--- config.mk ---
export PLATFORM = sky130hd
export DESIGN_NAME = memory_arbiter
export DESIGN_NICKNAME = d
export VERILOG_FILES = /design/src/rtl/mem_arb_pkg.sv /design/src/rtl/arb_pick.sv /design/src/rtl/memory_arbiter.sv
export SDC_FILE = /design/constraint.sdc
export NUM_CORES = 1
export LEC_CHECK = 0
export ABC_AREA = 1
export CORE_UTILIZATION = 41
export DETAILED_ROUTE_END_ITERATION = 16
export PLACE_DENSITY = 0.92
export SETUP_SLACK_MARGIN = 0.02
export SLEW_MARGIN = 20
export SYNTH_ARGS = -nofsm -noshare
export SYNTH_HDL_FRONTEND = slang
export SYNTH_SLANG_ARGS = --single-unit
--- constraint.sdc ---
create_clock -name clk -period 1.6 [get_ports clk]
set_clock_uncertainty 0.1 [all_clocks]
set_input_delay 0.4 -clock clk [delete_from_list [all_inputs] [get_ports clk]]
set_output_delay 0.4 -clock clk [all_outputs]
set_load 0.005 [all_outputs]
--- src/rtl/mem_arb_pkg.sv ---
// Shared types and constants for the memory arbiter.
//   arb_state_t     : arbiter FSM states
//   PORT_FETCH/DATA : owner encoding (fetch = port 0, load/store = port 1)
//   ROM_SEL_BIT     : address bit that separates ROM (0) from RAM (1)
package mem_arb_pkg;

  typedef enum logic [1:0] {IDLE, BUSY, RESP} arb_state_t;

  localparam logic PORT_FETCH  = 1'b0;
  localparam logic PORT_DATA   = 1'b1;
  localparam int   ROM_SEL_BIT = 10;

  // A store aimed below the RAM window is refused without touching Memory.
  function automatic logic is_rom_write(logic port, logic wr, logic rom_sel);
    return (port == PORT_DATA) && wr && !rom_sel;
  endfunction

endpackage

--- src/rtl/arb_pick.sv ---
// Combinational winner select between the fetch and data ports.
// Build option: ARB_ROUND_ROBIN_EN
//   undefined : fixed priority, data port wins on contention
//   defined   : on contention the port not granted last wins (uses last_grant)
// Ports:
//   fetch_req, data_req : requests from port 0 / port 1
//   last_grant          : owner of the previous grant (round-robin build only)
//   grant_vld           : some request is pending
//   grant_port          : winning port (PORT_FETCH / PORT_DATA)
module arb_pick import mem_arb_pkg::*; (
  input  logic fetch_req,
  input  logic data_req,
`ifdef ARB_ROUND_ROBIN_EN
  input  logic last_grant,
`endif
  output logic grant_vld,
  output logic grant_port
);

  always_comb begin
    grant_vld  = fetch_req | data_req;
    grant_port = data_req ? PORT_DATA : PORT_FETCH;
`ifdef ARB_ROUND_ROBIN_EN
    if (fetch_req && data_req) grant_port = ~last_grant;
`endif
  end

endmodule

--- src/rtl/memory_arbiter.sv ---
// Shares the unified Memory between instruction fetch (port 0) and
// load/store (port 1). One access at a time: IDLE -> BUSY -> RESP -> IDLE.
// Build option: ARB_ROUND_ROBIN_EN (round-robin instead of data-first priority).
// Ports:
//   clk, resetN                  : clock, synchronous active-low reset
//   fetchReq/Address/Ack/Data    : port 0, read only
//   dataReq/Write/Address/Wdata  : port 1 request
//   dataAck/Rdata/Fault          : port 1 response; Fault flags a ROM write
//   memEnable/Address/ReadWrite/Wdata : command to Memory (held through BUSY)
//   memRdata                     : Memory read data, captured at end of BUSY
module memory_arbiter import mem_arb_pkg::*; #(
  parameter int ADDR_W      = 32,
  parameter int DATA_W      = 32,
  parameter int MEM_LATENCY = 1
) (
  input  logic              clk,
  input  logic              resetN,
  input  logic              fetchReq,
  input  logic [ADDR_W-1:0] fetchAddress,
  output logic              fetchAck,
  output logic [DATA_W-1:0] fetchData,
  input  logic              dataReq,
  input  logic              dataWrite,
  input  logic [ADDR_W-1:0] dataAddress,
  input  logic [DATA_W-1:0] dataWdata,
  output logic              dataAck,
  output logic [DATA_W-1:0] dataRdata,
  output logic              dataFault,
  output logic              memEnable,
  output logic [ADDR_W-1:0] memAddress,
  output logic              memReadWrite,
  output logic [DATA_W-1:0] memWdata,
  input  logic [DATA_W-1:0] memRdata
);

  localparam int CNT_W = (MEM_LATENCY < 1) ? 1 : $clog2(MEM_LATENCY + 1);

  arb_state_t        state_q, state_d;
  logic [CNT_W-1:0]  cnt_q;
  logic [ADDR_W-1:0] addr_q;
  logic              wr_q;
  logic [DATA_W-1:0] wdata_q;
  logic              owner_q;
  logic              fault_q;
  logic [DATA_W-1:0] fetch_data_q;
  logic [DATA_W-1:0] data_rdata_q;

  logic              gnt_vld;
  logic              gnt_port;
  logic [ADDR_W-1:0] sel_addr;
  logic              sel_wr;
  logic              rom_wr;

`ifdef ARB_ROUND_ROBIN_EN
  logic last_grant_q;
`endif

  arb_pick u_pick (
    .fetch_req  (fetchReq),
    .data_req   (dataReq),
`ifdef ARB_ROUND_ROBIN_EN
    .last_grant (last_grant_q),
`endif
    .grant_vld  (gnt_vld),
    .grant_port (gnt_port)
  );

  assign sel_addr = (gnt_port == PORT_DATA) ? dataAddress : fetchAddress;
  assign sel_wr   = (gnt_port == PORT_DATA) & dataWrite;
  assign rom_wr   = is_rom_write(gnt_port, sel_wr, sel_addr[ROM_SEL_BIT]);

  // Next-state logic; requests are only looked at in IDLE.
  always_comb begin
    state_d = state_q;
    case (state_q)
      IDLE:    if (gnt_vld) state_d = rom_wr ? RESP : BUSY;
      BUSY:    if (cnt_q == CNT_W'(1)) state_d = RESP;
      RESP:    state_d = IDLE;
      default: state_d = IDLE;
    endcase
  end

  always_ff @(posedge clk) begin
    if (!resetN) begin
      state_q      <= IDLE;
      cnt_q        <= '0;
      addr_q       <= '0;
      wr_q         <= 1'b0;
      wdata_q      <= '0;
      owner_q      <= PORT_FETCH;
      fault_q      <= 1'b0;
      fetch_data_q <= '0;
      data_rdata_q <= '0;
`ifdef ARB_ROUND_ROBIN_EN
      last_grant_q <= PORT_FETCH;
`endif
    end else begin
      state_q <= state_d;
      case (state_q)
        IDLE: if (gnt_vld) begin
          addr_q  <= sel_addr;
          wr_q    <= sel_wr;
          wdata_q <= dataWdata;
          owner_q <= gnt_port;
          fault_q <= rom_wr;
          cnt_q   <= CNT_W'(MEM_LATENCY);
`ifdef ARB_ROUND_ROBIN_EN
          // Tracks the actual winner; alternates whenever both keep requesting.
          last_grant_q <= gnt_port;
`endif
        end
        BUSY: begin
          cnt_q <= cnt_q - 1'b1;
          // Last BUSY cycle: read data is valid now. Writes leave read regs alone.
          if (cnt_q == CNT_W'(1) && !wr_q) begin
            if (owner_q == PORT_DATA) data_rdata_q <= memRdata;
            else                      fetch_data_q <= memRdata;
          end
        end
        default: ;
      endcase
    end
  end

  assign memEnable    = (state_q == BUSY);
  assign memAddress   = addr_q;
  assign memReadWrite = wr_q;
  assign memWdata     = wdata_q;

  assign fetchAck  = (state_q == RESP) && (owner_q == PORT_FETCH);
  assign dataAck   = (state_q == RESP) && (owner_q == PORT_DATA);
  assign dataFault = dataAck && fault_q;
  assign fetchData = fetch_data_q;
  assign dataRdata = data_rdata_q;

endmodule

# Word level (Yosys, flattened, before mapping)
# Index checks and enable logic that the tools add are counted.
classes:
  n_addsub: 1
  n_eq_ne: 4
  muxes: 8
  bitwise: 3
  n_reduce_logical: 15
op_table:
  columns: ["op", "n"]
  rows:
  - ["$mux 32", 1]
  - ["$logic_and 1x1->1", 6]
  - ["$mux 2", 3]
  - ["$reduce_and 2->1", 3]
  - ["$reduce_and 3->1", 2]
  - ["$pmux 2 s2", 1]
  - ["$eq 2x1->1 const B", 1]
  - ["$eq 2x2->1 const B", 1]
  - ["$logic_not 1->1", 2]
  - ["$logic_not 2->1", 1]
  - ["$mux 1", 2]
  - ["$ne 2x1->1 const B", 1]
  - ["$ne 2x2->1 const B", 1]
  - ["$pmux 1 s2", 1]
  - ["$reduce_bool 2->1", 1]
  - ["$and 1x1->1", 1]
  - ["$not 1->1", 1]
  - ["$or 1x1->1", 1]
  - ["$sub 1x1->1 const B", 1]
word_totals:
  reg_bits: 134
  out_inout_bits: 133
  elab_cells: 40

# Logic depth before layout (Yosys ltp)
logic_depth:
  ltp_word: 7
  ltp_mapped: 8

# Hierarchy
# A second synthesis with hierarchy kept.
hier_totals:
  cells_unflattened: 869
  area_unflattened_um2: 5741.8
by_module_without_submodules:
  columns: ["module", "n_inst", "cells_each", "area_per_inst_um2", "seq_area_each_um2"]
  rows:
  - ["memory_arbiter", 1, 865, 5723.0, 2682.6]
  - ["arb_pick", 1, 4, 18.8, 0.0]

# Least setup slack after synthesis
# OpenSTA, ideal clock, no wires.
synth_timing:
  path_type: "flip-flop to output port"
  startpoint: "reg owner_q"
  endpoint: "out dataFault"
  arrival_ns: 0.945
  required_ns: 1.100
  slack_ns: 0.155
  stages_incl_launch_ff: 4
  n_path_buf: 0
  path_cell_list: "dfxtp_1 -> clkinv_1 -> nor3_1 -> and2_1"
synth_via:
  elab_chain_cells: 2
synth_lines:
  columns: ["element", "line", "text"]
  rows:
  - ["from (decl)", "memory_arbiter.sv:43", "logic owner_q;"]
  - ["from (signal assigned)", "memory_arbiter.sv:104", "owner_q <= gnt_port;"]
  - ["$logic_and 1x1->1", "memory_arbiter.sv:131", "assign dataAck = (state_q == RESP) && (owner_q == PORT_DATA);"]
  - ["net dataAck", "memory_arbiter.sv:26", "output logic dataAck,"]
  - ["$logic_and 1x1->1", "memory_arbiter.sv:132", "assign dataFault = dataAck && fault_q;"]
  - ["to (decl)", "memory_arbiter.sv:28", "output logic dataFault,"]
# The timed path passes the listed nets, and every way through them passes these cells.

# Worst setup path after layout
layout_timing:
  startpoint: "reg owner_q"
  endpoint: "out dataFault"
layout_via:
  elab_chain_cells: 2
layout_lines:
  columns: ["element", "line"]
  rows:
  - ["$logic_and 1x1->1", "memory_arbiter.sv:131"]
  - ["$logic_and 1x1->1", "memory_arbiter.sv:132"]
# Every way passes these cells.

==> results.md <==
* Placeable Area at 13,300 sq um
* Minimum hold slack at 0.372 ns
* Count of flip-flops with a built-in enable after synthesis at 0
* Number of warning messages in the yosys log at 0
* Setup repair after global routing missed its margin: yes
* Max H-tree Level at 4
* Initial DRT Pass Iterations at 5
* Pin count of the biggest net entering global routing at 70
* CP max FO at 2
* Setup slack at placement at -0.316 ns
* Critical Setup Path Class: register to primary output
* Async set-or-reset flop fraction in the synthesized netlist at 0
* Final critical-path share of the clock period at 1.08
* Post-route core utilization at 0.688
* Relative slew slack at 0.720
* Peak per-stage delay on the critical path at 0.35 ns
* Die Y at 120 microns
* Status: finished with violations
* Share of Yosys cell area claimed by the top area cell type at 0.474
* Global-route wire length before repair at 26.6 mm
* DR DRC count at 0
* Adder and majority gate portion of the synthesized area at 0
* I/O pin count at 266
* Overall routed net length at 17.5 mm
* Cell with the largest stage delay on the worst path: sky130_fd_sc_hd__dfxtp_2
* Fmax at 576 MHz
* NumNets Final at 1,267
* Combinational family with the most area after synthesis: simple AND/OR/NAND/NOR gates
* Via count of the first global-routing pass at 5,870
* Post-route minimum period at 1.73 ns
* Slew of the pin with the lowest slew margin at 0.420 ns
* Library cell occupying the most area in the post-synthesis netlist: sky130_fd_sc_hd__dfxtp_1
* Crit start category: register
* Post-Synthesis Cells at 867
* Setup slack of the critical path after layout at -0.135 ns
* Number of antenna-violating nets in the routed design at 0
* Multiplexer share of the synthesized area at 0
* Setup violators final at 4
* Via count at 6,232
* Count of inserted antenna diode cells at 0
* Area added between synthesis and finish at 62.2%
* Placement row count at 42
* Final estimated routing congestion in global placement at 0.788
* Class of the tightest hold or removal check: register to register
* Type of element capturing the critical path: primary output
* Number of antenna violations at the first check in global routing at 0
* Post-DP HPWL at 12.0 mm
* Post-synthesis instance area at 5660 sq um
* Flip-flop and latch count after synthesis at 134
* Synthesized area per cell at 6.53 sq um
* Worst endpoint required time at 1.10 ns
* Port Buffer Count at 265
* Layout cells sized above 1 at 0.0734
* Number of hold violations in the final report at 0
* GRT Util Overall at 0.235
* Share of synthesized cell area in and, or, nand and nor gates at 0.349
* XOR/XNOR Fraction of Synth Area at 0
* Largest cells by area after synthesis: sky130_fd_sc_hd__dfxtp_1, sky130_fd_sc_hd__nand2_1, sky130_fd_sc_hd__nor2_1, sky130_fd_sc_hd__inv_1, sky130_fd_sc_hd__o21ai_0
* CTS root buffer: sky130_fd_sc_hd__clkbuf_16
* Deepest clock path buffer count at 2
* Power density over the cells at 1040 nW/um^2
* Clk pin slew, worst setup/hold paths at 0.05 ns
* Net Count, Synth at 1,000
* Total clock sinks at 134
* Clock buffers created by TritonCTS at 17
* Number of unique standard cell types used by synthesis at 22
* Skew-Pair Late Insertion Delay at 0.41 ns
* Remaining global-route overflow at 0
* Violated checks: setup timing
* Crit path DAT at 1.23 ns
* Floorplan die width at 120 microns
* Leakage dissipation at 4.71 nW
* Number of buffers inserted for hold repair after clock tree synthesis at 0
* Vias per Instance at 4.72
* Most repeated cell in the gate-level netlist after synthesis: sky130_fd_sc_hd__nand2_1
* Compound-cell area share of the yosys netlist at 0.0619
* Worst path cell trace: inv_4 > nor3_4 > and2_1 > buf_2
* Number of slew-limit violations in the final report at 0
* CTS tree: done
* Number of max-cap violations at 0
* Final routed wire length divided by cell count at 13.2 microns
* Sequential element share of the synthesized area at 0.474
* Die outline area at 14,300 sq um
* Maximum vdd drop at 0.000630 V
* Effective utilization at floorplan at 0.424
* Flip-flop cell with the highest count after synthesis: sky130_fd_sc_hd__dfxtp_1
* Starting DRT DRC Count at 313
* Commonest cells in the netlist: sky130_fd_sc_hd__nand2_1, sky130_fd_sc_hd__nor2_1, sky130_fd_sc_hd__dfxtp_1
## registers in the layout, indices dropped and copies added (netlist names)
signal,count
fetchData,32
dataRdata,32
state_q,2
memReadWrite,1
memWdata,32
fault_q,1
owner_q,1
memAddress,32
cnt_q,1
## through the flow
stage	TNS, ns	instances	total power, W	area [sq um]
after detailed placement	-18.01	1283	0.00597	8570
final	-0.329	1320	0.00960	9190
after floorplan	0	867	0.00475	5660
after CTS	-0.325	1315	0.00959	9030
after global placement	-12.49	1283	0.00590	8570
after global routing	-0.512	1320	0.0100	9190
## cell type report
type | count | area [sq um]
fillers | 1143 | 4160
inverters | 107 | 409
repair buffers | 298 | 2930
well taps | 176 | 220
multi-input cells | 576 | 2370
clock buffers | 24 | 462
clock inverters | 5 | 100
flip-flops and latches | 134 | 2700
## cells in the final DEF (no fill, tap or decap), drive strengths merged
master           n
clkdlybuf4s15    1
clkdlybuf4s50  131
bufinv           3
clkinv           2
dlygate4sd2    128
clkbuf          27
dfxtp          134
nor2           230
nand4            1
nand2          236
nor3             2
nand3           36
and2             1
o21ai           65
inv            107
buf             35
a21oi            5
## power by group
| part | leakage [nW] | internal, W | switching [W] |
|---|---|---|---|
| Combinational | 3.33 | 0.00102 | 0.000982 |
| Clock | 0.274 | 0.00246 | 0.00132 |
| Sequential | 1.10 | 0.00365 | 0.000153 |
| Total | 4.71 | 0.00714 | 0.00246 |
## worst paths after layout
check                 startpoint              to  slack (ns)  cells past startpoint
hold / removal    memAddress[24]  memAddress[24]        0.37                      2
hold reg to reg   memAddress[24]  memAddress[24]        0.37                      2
setup / recovery         owner_q       dataFault       -0.13                      4
setup reg to reg      state_q[0]   fetchData[13]        0.06                     10
## cells by family after synthesis
logic type             after synthesis
AO/OA/AOI/OAI                       70
buffers and inverters              157
flip-flops                         134
AND/OR/NAND/NOR                    506
## critical path, delay by kind of cell (launching register included)
kind	cells	cell delay, ns
AND/OR/NAND/NOR	2	0.30
flip-flops	1	0.35
buffers and inverters	2	0.17
## metal layers
metal  routed length [microns]  share of wire  vias to the layer above  global-route usage
li1                          -              -                     3116                   -
met1                      6630           0.38                     2772               0.245
met2                      8820           0.50                      294               0.424
met3                      1420          0.081                       50              0.0675
met4                       601          0.034                        0               0.126
met5                         0              0                        -                   0
## repair_timing
| action | 4_1_cts | 5_1_grt |
|---|---|---|
| cloned | 0 | 4 |
| pin swaps | 3 | 6 |
| buffers inserted | 3 | 1 |
| gates resized for setup | 166 | 35 |
| endpoints found under the setup margin | 133 | 54 |
No activity file was read; power rests on OpenSTA's default activity.
==> RTL edit 1 (same settings) <==
The 3 states of `arb_state_t` get a one-hot encoding in 3 bits.
--- a/src/rtl/mem_arb_pkg.sv
+++ b/src/rtl/mem_arb_pkg.sv
@@ -4,7 +4,7 @@
 //   ROM_SEL_BIT     : address bit that separates ROM (0) from RAM (1)
 package mem_arb_pkg;
 
-  typedef enum logic [1:0] {IDLE, BUSY, RESP} arb_state_t;
+  typedef enum logic [2:0] {IDLE = 3'b001, BUSY = 3'b010, RESP = 3'b100} arb_state_t;
 
   localparam logic PORT_FETCH  = 1'b0;
   localparam logic PORT_DATA   = 1'b1;
Function: same outputs for any inputs over 4 cycles, from zero or initial values and one cycle with resetN low; so few cycles prove little.
==> RTL edit 1 against the original RTL <==
- the flow still finishes with violations (setup timing)
- final cell count is 1.1% higher
- sequential power is 2% higher
- power is 7.6% higher
- via count is 6.5% higher
- critical path type unchanged
- worst setup slack better by 53 ps
- final area is 3.4% higher
- critical path depth is 1 higher
- sequential cell count is 1 higher
- die area is 4.1% higher
- first-iteration DRC count is 64% higher
- wire length is 13% higher
- combinational power is 21% higher
- area after synthesis is 4.2% higher
==> RTL edit 1: results (changes against the original RTL) <==
- Leakage power: 0.00479 µW (+1.7%)
- Measured slew at the worst slew-check pin: 383 ps (-36.4 ps)
- Finish-stage setup viols: 3 (-1)
- Met3 WL: 1840 µm (+30%)
- All-Layer GR Usage: 0.253 (+0.0180)
- Non-clk buf share: 0.317 (-0.00167)
- Clock Power Share: 0.390 (-0.004)
- Synth top cells by count: nor2_1 (233), nand2_1 (201), dfxtp_1 (135)
- Dpl cell area: 0.00878 mm² (+2.4%)
- Multi-Input Combinational: 581 (+0.87%)
- Non-clock inverter count: 108 (+0.93%)
- Dpl ws: -311 ps (+5.24 ps)
- Clock network area share: 0.0637 (+0.00257)
- Setup tns final: -166 ps (+163 ps)
- Synthesized Nets: 1019 (+1.9%)
- Cells after synthesis: 886 (+2.2%)
- Placed cells: 1296 (+1.0%)
- Routed met1 length: 7420 µm (+12%)
- Power Internal: 7470 µW (+4.7%)
- CLK BUF: 22 (-8.3%)
- Largest net degree at the start of global routing: 72 (+2.9%)
- Wirelength per Cell: 14.8 µm (+12%)
- Status: finished, violations left
- Layout area overhead: 61.1%
- Largest cells by area after synthesis: dfxtp_1 (46%), nor2_1 (15%), nand2_1 (13%), nand4_1 (7.0%), inv_1 (6.6%)
- M1 GR Usage: 0.264 (+0.0188)
- Setup ws final: -81.7 ps (+53.3 ps)
- Vias in the first global route: 6362 (+8.4%)
- 1st-iter DRT viols: 512 (+64%)
- Synth unique cells: 21 (-4.5%)
- Worst IR Drop VDD: 0.849 mV (+35%)
- First drt pass iteration count: 8 (+3)
- Register area share after synthesis: 0.458 (-0.0156)
- Gpl congestion: 0.820 (+4.2%)
- Failing checks: setup timing
- Hold path endpoint: dataRdata[4]$_SDFFE_PN0P_
- Share of cells above drive strength 1: 0.0866 (+0.0132)
- Multi-input gate share of total cell area: 0.266 (+0.00852)
- Met2 WL post-DR: 9850 µm (+12%)
- Compound-Gate Fraction of Synth Area: 0.0585 (-0.00333)
- M3 GR Usage: 0.0871 (+0.0196)
RTL edit 1: cell count changes after synthesis, moves of 3 or more:
cell	delta
nand2_1	-34
nand4_1	+65
nand3_1	-31
nor2_1	+6
clkbuf_1	+5
o21ai_1	-9
o21ai_0	+10
buf_4	+3
RTL edit 1: how the worst max path moves through the flow:
| stage | cells past startpoint | slack [ps] | start | endpoint |
|---|---|---|---|---|
| floorplan | 4 | 50 | owner_q$_SDFFE_PN0P_ | dataFault |
| global placement | 8 | -270 | dataReq | fault_q$_SDFFE_PN0P_ |
| detailed placement | 8 | -310 | dataReq | fault_q$_SDFFE_PN0P_ |
| CTS | 4 | -90 | state_q[1]$_SDFFE_PN0P_ | dataFault |
| global route | 4 | -140 | state_q[1]$_SDFFE_PN0P_ | dataFault |
| finish | 5 | -80 | state_q[0]$_SDFFE_PN1P_ | memEnable |
RTL edit 1: what timing repair did:
action                     CTS  global route
resized for setup          164            18
cloned                       0             8
setup endpoints to repair  133            80
setup buffers                1             2
pin swaps                    2             6
==> RTL edit 2 (same flow settings) <==
Made on the original files. Change the parameter `ADDR_W` from 32 to 64.
--- a/src/rtl/memory_arbiter.sv
+++ b/src/rtl/memory_arbiter.sv
@@ -9,7 +9,7 @@
 //   memEnable/Address/ReadWrite/Wdata : command to Memory (held through BUSY)
 //   memRdata                     : Memory read data, captured at end of BUSY
 module memory_arbiter import mem_arb_pkg::*; #(
-  parameter int ADDR_W      = 32,
+  parameter int ADDR_W      = 64,
   parameter int DATA_W      = 32,
   parameter int MEM_LATENCY = 1
 ) (
Ports: changed (resized dataAddress, fetchAddress and memAddress); port bits go from 266 to 362. No check against the original RTL was run, so the function may have changed too.
==> RTL edit 2 against the original RTL <==
- the run still ends with setup timing left
- sequential cell count rose by 32
- area after synthesis rose by 27%
- synthesized cell count rose by 28%
- power rose by 32%
- first-iteration DRC count rose by 55%
- wire length rose by 66%
- worst setup slack improved by 22 ps
- final area rose by 38%
- critical path type unchanged
==> RTL edit 2: results (changes against the original RTL) <==
- Final HPWL DP: 17900 µm (+49%)
- Avg Inst Size Synth: 6.51 µm² (-0.35%)
- Via count: 8684 (+39%)
- Crit path DAT: 1210 ps (-20 ps)
- Setup ws final: -113 ps (+22.4 ps)
- First-pass GRT wire length: 37400 µm (+41%)
- Synth unique cells: 25 (+14%)
- Dpl cell area: 0.0112 mm² (+30%)
- Leakage power: 0.00634 µW (+35%)
- Dpl ws: -227 ps (+89.6 ps)
- Status: finished, violations left
- Share of cells above drive strength 1: 0.176 (+0.103)
- Failing checks: setup timing
- Finish-stage setup viols: 83 (+79)
- Port bufs: 361 (+36%)
- Register area share after synthesis: 0.461 (-0.0129)
- Clk root buf: clkbuf_16
- Gpl congestion: 0.868 (+10%)
- Vias in the first global route: 7607 (+30%)
- M3 GR Usage: 0.0706 (+0.00308)
- Clock transition at the registers of the reported paths: 70 ps (+20 ps)
- Post-Layout Cell Count: 1725 (+31%)
- Largest net degree at the start of global routing: 75 (+7.1%)
- Worst IR Drop VDD: 0.722 mV (+15%)
- R2R depth: 8 (-2)
- 1st-iter DRT viols: 484 (+55%)
- Placed cells: 1666 (+30%)
- Setup tns final: -2530 ps (-2200 ps)
- Met2 Use GR: 0.460 (+0.0361)
- Sw frac: 0.305 (+0.0482)
- Synth top cells by count: nand2_1 (330), nor2_1 (290), dfxtp_1 (166)
- M1 GR Usage: 0.287 (+0.0418)
- Measured slew at the worst slew-check pin: 521 ps (+102 ps)
- Wirelength per Cell: 16.8 µm (+27%)
- All-Layer GR Usage: 0.263 (+0.0280)
- Largest cells by area after synthesis: dfxtp_1 (46%), nand2_1 (17%), nor2_1 (15%), o21ai_0 (6.2%), inv_1 (5.4%)
## RTL edit 2: critical path, stage by stage (launching register included)
cell and delay [ps]:
dfxtp_2 360, inv_4 40, nor3_4 150, and2_1 140
buf_2 110
## RTL edit 2: repair_timing
action	4_1_cts	5_1_grt
pin swaps	5	19
resized for setup	233	244
setup buffers	1	9
gates cloned	0	17
setup endpoints to repair	172	116
## RTL edit 2: power by group through the flow
| stage | combinational (µW) | clock (µW) | sequential (µW) |
|---|---|---|---|
| global placement | 2860 | 0 | 4830 |
| CTS | 2710 | 4460 | 4760 |
| global route | 3700 | 4660 | 4820 |
| detailed placement | 2930 | 0 | 4850 |
| finish | 3460 | 4450 | 4780 |
| floorplan | 1140 | 0 | 4880 |
## RTL edit 2: layer usage
| layer | up-vias | share of wire |
|---|---|---|
| met4 | 0 | 0.057 |
| met1 | 3932 | 0.35 |
| met5 | - | 0 |
| li1 | 4085 | - |
| met2 | 541 | 0.50 |
| met3 | 126 | 0.087 |
## RTL edit 2: layout make-up
cell class,instances,area (µm²)
sequential,166,3370
clock buffer,17,425
clock inverter,15,206
fill,1161,4550
multi-input combinational,768,3550
inverter,107,422
tap,225,282
timing repair buffer,427,4420
## RTL edit 2: worst paths after layout
check,start,end,slack [ps]
worst max-delay path,owner_q$_SDFFE_PN0P_,dataFault,-110
worst min-delay path,fault_q$_SDFFE_PN0P_,fault_q$_SDFFE_PN0P_,360
worst max register to register,state_q[0]$_SDFFE_PN0P_,memWdata[17]$_SDFFE_PN0P_,-110
worst min register to register,fault_q$_SDFFE_PN0P_,fault_q$_SDFFE_PN0P_,360
## RTL edit 2: cell families (layout without fill, tap and decap cells)
group / count (synthesis) / after routing / synth area share
flops: 166 / 166 / 0.461
compound gates: 102 / 102 / 0.0708
buf+inv: 174 / 566 / 0.107
simple gates: 666 / 666 / 0.361
